## src/rtl/alu_arb_pkg.sv

```systemverilog
// Shared types for the main_alu arbiter.
// Holds the requester id and the per-stage in-flight tracking record.
package alu_arb_pkg;

  localparam int XLEN_DEF    = 32;
  localparam int OPSEL_W_DEF = 4;

  typedef enum logic {
    REQ0 = 1'b0,
    REQ1 = 1'b1
  } req_id_t;

  typedef struct packed {
    logic    valid;
    req_id_t owner;
  } stage_t;

endpackage

```

## src/rtl/rr_arbiter2.sv

```systemverilog
// Two-way round-robin arbiter with a one-hot combinational grant.
// The pointer names the requester that wins a tie and moves past every winner.
module rr_arbiter2
  import alu_arb_pkg::*;
(
  input  logic       i_clk,
  input  logic       i_rst_n,
  input  logic [1:0] i_valid,
  output logic [1:0] o_grant
);

  req_id_t ptr_q, ptr_d;

  // NOTE: every combinational output gets a default first so no path can infer a latch.
  always_comb begin
    o_grant = 2'b00;
    case (i_valid)
      2'b01:   o_grant = 2'b01;
      2'b10:   o_grant = 2'b10;
      2'b11:   o_grant = (ptr_q == REQ0) ? 2'b01 : 2'b10;
      default: o_grant = 2'b00;
    endcase
  end

  always_comb begin
    ptr_d = ptr_q;
    if (o_grant[0]) begin
      ptr_d = REQ1;
    end else if (o_grant[1]) begin
      ptr_d = REQ0;
    end
  end

  // NOTE: sequential state uses non-blocking assignments so all registers update together.
  always_ff @(posedge i_clk or negedge i_rst_n) begin
    if (!i_rst_n) begin
      ptr_q <= REQ0;
    end else begin
      ptr_q <= ptr_d;
    end
  end

endmodule

```

## src/rtl/main_alu_arbiter.sv

```systemverilog
// Shares one registered main_alu between two requesters, tracks each op's owner
// through the ALU latency and returns the result as a one-cycle response pulse.
module main_alu_arbiter
  import alu_arb_pkg::*;
#(
  parameter int XLEN        = XLEN_DEF,
  parameter int OPSEL_W     = OPSEL_W_DEF,
  parameter int ALU_LATENCY = 1
) (
  input  logic               i_clk,
  input  logic               i_rst_n,
  input  logic               i_req0_valid,
  output logic               o_req0_ready,
  input  logic [XLEN-1:0]    i_req0_op1,
  input  logic [XLEN-1:0]    i_req0_op2,
  input  logic [OPSEL_W-1:0] i_req0_opsel,
  input  logic               i_req1_valid,
  output logic               o_req1_ready,
  input  logic [XLEN-1:0]    i_req1_op1,
  input  logic [XLEN-1:0]    i_req1_op2,
  input  logic [OPSEL_W-1:0] i_req1_opsel,
  input  logic [1:0]         i_flush,
  output logic [XLEN-1:0]    o_alu_op1,
  output logic [XLEN-1:0]    o_alu_op2,
  output logic [OPSEL_W-1:0] o_alu_opsel,
  input  logic [XLEN-1:0]    i_alu_out,
  output logic               o_rsp0_valid,
  output logic               o_rsp1_valid,
  output logic [XLEN-1:0]    o_rsp_data,
  output logic               o_busy
);

  logic [1:0] req_valid;
  logic [1:0] grant;
  logic       issue;
  req_id_t    grant_id;

  // Requests are masked while reset is held so ready and the ALU drive read zero at once.
  assign req_valid = {i_req1_valid, i_req0_valid} & {2{i_rst_n}};

  rr_arbiter2 u_rr (
    .i_clk   (i_clk),
    .i_rst_n (i_rst_n),
    .i_valid (req_valid),
    .o_grant (grant)
  );

  assign o_req0_ready = grant[0];
  assign o_req1_ready = grant[1];
  assign issue        = |grant;
  assign grant_id     = grant[1] ? REQ1 : REQ0;

  always_comb begin
    o_alu_op1   = '0;
    o_alu_op2   = '0;
    o_alu_opsel = '0;
    if (grant[0]) begin
      o_alu_op1   = i_req0_op1;
      o_alu_op2   = i_req0_op2;
      o_alu_opsel = i_req0_opsel;
    end else if (grant[1]) begin
      o_alu_op1   = i_req1_op1;
      o_alu_op2   = i_req1_op2;
      o_alu_opsel = i_req1_opsel;
    end
  end

  stage_t [ALU_LATENCY-1:0] stage_q;
  stage_t [ALU_LATENCY-1:0] stage_d;
  stage_t [ALU_LATENCY-1:0] stage_live;
  stage_t                   out_stage;

  // A flush kills matching stages this cycle, including the one being presented as a response.
  always_comb begin
    stage_live = stage_q;
    for (int k = 0; k < ALU_LATENCY; k++) begin
      if (i_flush[stage_q[k].owner]) begin
        stage_live[k].valid = 1'b0;
      end
    end
  end

  always_comb begin
    stage_d          = '0;
    stage_d[0].valid = issue & ~i_flush[grant_id];
    stage_d[0].owner = grant_id;
    for (int k = 1; k < ALU_LATENCY; k++) begin
      stage_d[k] = stage_live[k-1];
    end
  end

  // NOTE: only the tracking bits need reset; result data is never stored here.
  always_ff @(posedge i_clk or negedge i_rst_n) begin
    if (!i_rst_n) begin
      stage_q <= '0;
    end else begin
      stage_q <= stage_d;
    end
  end

  assign out_stage    = stage_live[ALU_LATENCY-1];
  assign o_rsp0_valid = out_stage.valid && (out_stage.owner == REQ0);
  assign o_rsp1_valid = out_stage.valid && (out_stage.owner == REQ1);
  assign o_rsp_data   = out_stage.valid ? i_alu_out : '0;

  always_comb begin
    o_busy = 1'b0;
    for (int k = 0; k < ALU_LATENCY; k++) begin
      o_busy = o_busy | stage_live[k].valid;
    end
  end

endmodule

```

## config.mk

```make
export PLATFORM = sky130hd
export DESIGN_NAME = main_alu_arbiter
export DESIGN_NICKNAME = d
export VERILOG_FILES = /design/src/rtl/alu_arb_pkg.sv /design/src/rtl/rr_arbiter2.sv /design/src/rtl/main_alu_arbiter.sv
export SDC_FILE = /design/constraint.sdc
export NUM_CORES = 1
export LEC_CHECK = 0
export CAP_MARGIN = 30
export CORE_AREA = 2 2 107 109
export CTS_CLUSTER_SIZE = 10
export DETAILED_ROUTE_END_ITERATION = 16
export DIE_AREA = 0 0 109 111
export MAX_ROUTING_LAYER = met4
export PLACE_DENSITY = 0.7
export RECOVER_POWER = 100
export SLEW_MARGIN = 20
export SYNTH_ARGS = -nofsm -noshare
export SYNTH_HDL_FRONTEND = slang
export SYNTH_SLANG_ARGS = --single-unit
```

## constraint.sdc

```tcl
create_clock -name i_clk -period 1.4 [get_ports i_clk]
set_input_delay 0.14 -clock i_clk [delete_from_list [all_inputs] [get_ports i_clk]]
set_output_delay 0.14 -clock i_clk [all_outputs]
set_load 0.1 [all_outputs]
```

==> implementation parameters <==
Parameter                              Value

Logic synthesis
  Cell type with the highest aggregate area in the netlist ... sky130_fd_sc_hd__nand2_1
  Xor/xnor share of the synthesized area ... 0%
  Compound-cell area share of the yosys netlist ... a little under two fifths
  Area share of the largest cell type after synthesis ... between 20% and 30%
  Distinct cells, synth ... 20
  Primary flip-flop cell chosen by synthesis mapping ... sky130_fd_sc_hd__dfrtp_1
  Post-synthesis register bit count ... 3
  Number of flops mapped to enable cells by yosys ... 0
  Cell with the most instances after synthesis ... sky130_fd_sc_hd__nand2_1
  Count of yosys warnings during synthesis ... 0
  Synthesized area divided by synthesized cell count ... ~6.6 um^2
  Dominant combinational cell family by area after synthesis ... simple AND/OR/NAND/NOR gates
  Post-synthesis sequential area ratio ... 3.757%
  Leading cell types by total area after synthesis ... sky130_fd_sc_hd__nand2_1 26%, sky130_fd_sc_hd__o32ai_1 23%, sky130_fd_sc_hd__and3b_1 14%
  Number of nets produced by synthesis ... about 480
  Gate Count Post-Synth ... about 300
  Post-synth ARST share ... 100.0%
  Multiplexer fraction of the synthesized cell area ... 0.7514%
  Simple-gate share of the synthesized area ... 42.14%
  Fraction of the mapped netlist area in adder cells ... 0%
  Synth cell count leaders ... 139 x sky130_fd_sc_hd__nand2_1, 52 x sky130_fd_sc_hd__o32ai_1, 32 x sky130_fd_sc_hd__and3b_1
  Synth Cell Area ... 1998 um^2

Timing
  Final-report max-slew violation count ... 0
  Transition time at the pin with the least slew margin ... a little under 0.4 ns
  Worst Setup Slack, final ... -0.3455 ns
  Setup Skew ... 0.003724 ns
  Period utilization ... 124.7%
  Final setup vio count ... 105
  Period minus WS final ... between 1.5 and 2 ns
  Hold slack final ... between 0.2 and 0.25 ns
  Unrepaired setup endpoints after global routing ... true
  Fmax ... between 500 and 600 MHz
  Final hold vios ... 0
  Relative max-transition margin ... between 70 and 80%

Cells and area
  ANT cells ... 0
  Total Nets Final ... 775
  Share of layout cells above drive strength 1 ... between 40% and 50%
  Final Core Density ... 72.94%
  Signed area change from the synthesized netlist to the final layout ... 304.3%
  Number of filler cells placed in the layout ... between 700 and 800
  Final instance area ... 8079 um^2
  Post-Layout Cell Count ... between 700 and 800

Power and ir drop
  Combinational power share ... ~89%
  Leak ... 2.838 nW
  Power density cells ... about 650 nW/um^2
  Register share of total power ... 2.4%
  Share of total power consumed by net switching ... 51.57%
  Reported net switching power ... around 2.7 mW
  Worst IR Drop VDD ... between 0.4 and 0.5 mV
  Clock network power share ... about 8.6%
  Internal ... approximately 2.5 mW

Floorplan
  Die width ... roughly 110 um
  Total die area ... ~12000 um^2
  Placement row count ... 39
  Die extent in y ... 111 um
  Area inside the core boundary ... approximately 11000 um^2
  Number of top-level design ports ... around 280
  Initial core utilization ... roughly 18%

Drt
  First-pass DRT Iterations ... 4
  Wire length per cell after detailed routing ... around 20 um
  Via count ... 3656
  Average via count per standard cell ... about 4.9
  Initial DRC Count ... between 100 and 150
  Antenna Violating Nets Remaining ... 0
  # DRC ... 0
  Total wirelength of the detailed-routed design ... roughly 15000 um

Place
  Area after detailed placement ... between 7000 and 8000 um^2
  GP Congestion ... about 0.84
  Number of input and output port buffers inserted ... 278
  Post-Place Setup Slack ... -0.3473 ns
  Half-perimeter wire length after detailed placement ... approximately 11000 um
  Post-Place Cells ... between 700 and 800

Hold path
  Min-delay worst type ... input pin to asynchronous set/reset pin

Worst setup path
  Largest driver fanout on the critical path ... 8
  Category of the worst setup path capture point ... output port
  Worst Path Required ... between 1 and 1.5 ns
  Peak per-stage delay on the critical path ... 0.49 ns
  Arrival @ worst endpoint ... 1.61 ns
  Critical Setup Path Class ... flop to output port
  Buffers & Inverters on Critical Path ... 1
  Kind of cell adding the most delay to the critical path ... flip-flops
  Crit path cell chain ... mux2_4 > and3b_4 > buf_12
  Kind of start point of the critical path ... flop
  CP max-delay cell ... sky130_fd_sc_hd__dfrtp_2

Status
  Violated checks ... setup timing
  Run status ... finished with violations

Global routing
  Leftover overflow at the end of global routing ... 0
  Pin count of the biggest net entering global routing ... between 60 and 70
  GRT Overall Usage ... between 20% and 30%
  Initial antenna violation count ... 0
  Vias in the first global route ... around 4000
  Wire length of the first global-routing pass ... around 21000 um

CTS
  Number of buffers on the longest clock path ... 2
  Clock tree from TritonCTS ... done
  Inserted Clock Buffers ... 3
  Clock-pin slew on the worst setup and hold paths ... roughly 0.03 ns
  Insertion delay to the later sink of the worst-skew pair ... roughly 0.22 ns
  Clk Tree Root Cell ... sky130_fd_sc_hd__clkbuf_16
  Clock sink count ... 3
  CTS HTree Levels ... 1
  Cts-stage hold buffer count ... 0

Job
  Max-cap violation count ... 0
placed cells by master (no fill, tap or decap):
master | netlist | layout
sky130_fd_sc_hd__nor2b_4 | 0 | 2
sky130_fd_sc_hd__buf_12 | 0 | 124
sky130_fd_sc_hd__o32ai_4 | 0 | 68
sky130_fd_sc_hd__o32ai_1 | 52 | 1
sky130_fd_sc_hd__buf_16 | 0 | 4
sky130_fd_sc_hd__a21bo_2 | 0 | 1
sky130_fd_sc_hd__and3b_4 | 0 | 32
sky130_fd_sc_hd__nand2b_1 | 2 | 2
sky130_fd_sc_hd__mux2_4 | 1 | 5
sky130_fd_sc_hd__dlygate4sd2_1 | 0 | 2
sky130_fd_sc_hd__buf_6 | 10 | 10
sky130_fd_sc_hd__inv_6 | 0 | 1
sky130_fd_sc_hd__a31oi_1 | 1 | 1
sky130_fd_sc_hd__dfrtp_2 | 0 | 2
sky130_fd_sc_hd__buf_4 | 5 | 17
sky130_fd_sc_hd__dfrtp_1 | 3 | 1
sky130_fd_sc_hd__nand2_1 | 139 | 139
sky130_fd_sc_hd__clkbuf_16 | 0 | 9
sky130_fd_sc_hd__clkbuf_1 | 5 | 2
sky130_fd_sc_hd__a21oi_4 | 0 | 1
sky130_fd_sc_hd__nor3b_4 | 0 | 1
sky130_fd_sc_hd__a21oi_1 | 2 | 1
sky130_fd_sc_hd__nor2_4 | 0 | 2
sky130_fd_sc_hd__clkdlybuf4s15_1 | 0 | 1
sky130_fd_sc_hd__a21bo_4 | 0 | 2
sky130_fd_sc_hd__clkdlybuf4s50_1 | 0 | 169
stage by stage:
step,power [mW],setup TNS (ns)
after floorplan,2.855,-25.83
after global placement,4.481,-28.47
after detailed placement,4.540,-30.24
after CTS,5.123,-27.97
after global routing,5.433,-34.17
final,5.255,-30.24
power groups by stage:
stage / Clock (mW) / Sequential, mW / Combinational (mW)
4_1_cts: 0.471 / 0.118 / 4.53
3_5_place_dp: 0 / 0.113 / 4.43
5_1_grt: 0.472 / 0.127 / 4.83
3_3_place_gp: 0 / 0.113 / 4.37
6_report: 0.454 / 0.126 / 4.68
2_1_floorplan: 0 / 0.111 / 2.74
flip-flops by register name, indices dropped and copies added, names as in the netlist:
name	flops
out_stage	1
u_rr.ptr_q	1
stage_q	1
path summary, 6_finish.rpt:
check,start,cells past startpoint,slack (ns),end
max in group asynchronous,i_rst_n,3,0.88,out_stage[0]
setup / recovery,out_stage[0],3,-0.35,o_rsp_data[13]
hold reg to reg,u_rr.ptr_q,2,0.71,u_rr.ptr_q
min in group i_clk,i_req0_valid,3,0.49,u_rr.ptr_q
hold / removal,i_rst_n,3,0.22,u_rr.ptr_q
setup reg to reg,u_rr.ptr_q,4,0.07,stage_q[1]
cell families (layout without fill, tap and decap cells):
family | Yosys count | in the layout
compound gates | 73 | 75
flops | 3 | 3
simple gates | 178 | 178
buf+inv | 46 | 339
mux | 1 | 5
tightest hold or removal path, delay by kind of cell:
family,cells,cell delay [ns]
buf+inv,3,0.70
layout make-up:
| cell class | instances | area (um^2) | area share [%] |
|---|---|---|---|
| tap | 143 | 178.9 | 2.215 |
| inverter | 1 | 8.758 | 0.1084 |
| multi-input combinational | 258 | 3029 | 37.49 |
| clock buffer | 4 | 78.83 | 0.9757 |
| sequential | 3 | 77.57 | 0.9602 |
| timing repair buffer | 334 | 4706 | 58.25 |
routing by layer:
layer / global-route usage (%) / wire, um
met1: 24.76 / 5426
met2: 41.57 / 8040
met3: 3.469 / 915
met4: 5.214 / 248
met5: - / 0
what timing repair did:
item,in CTS,in global routing
buffers inserted,1,2
gates cloned,6,10
setup endpoints to repair,102,105
pin swaps,1,1
resized for setup,19,12
Power figures use the tool's default switching activity.
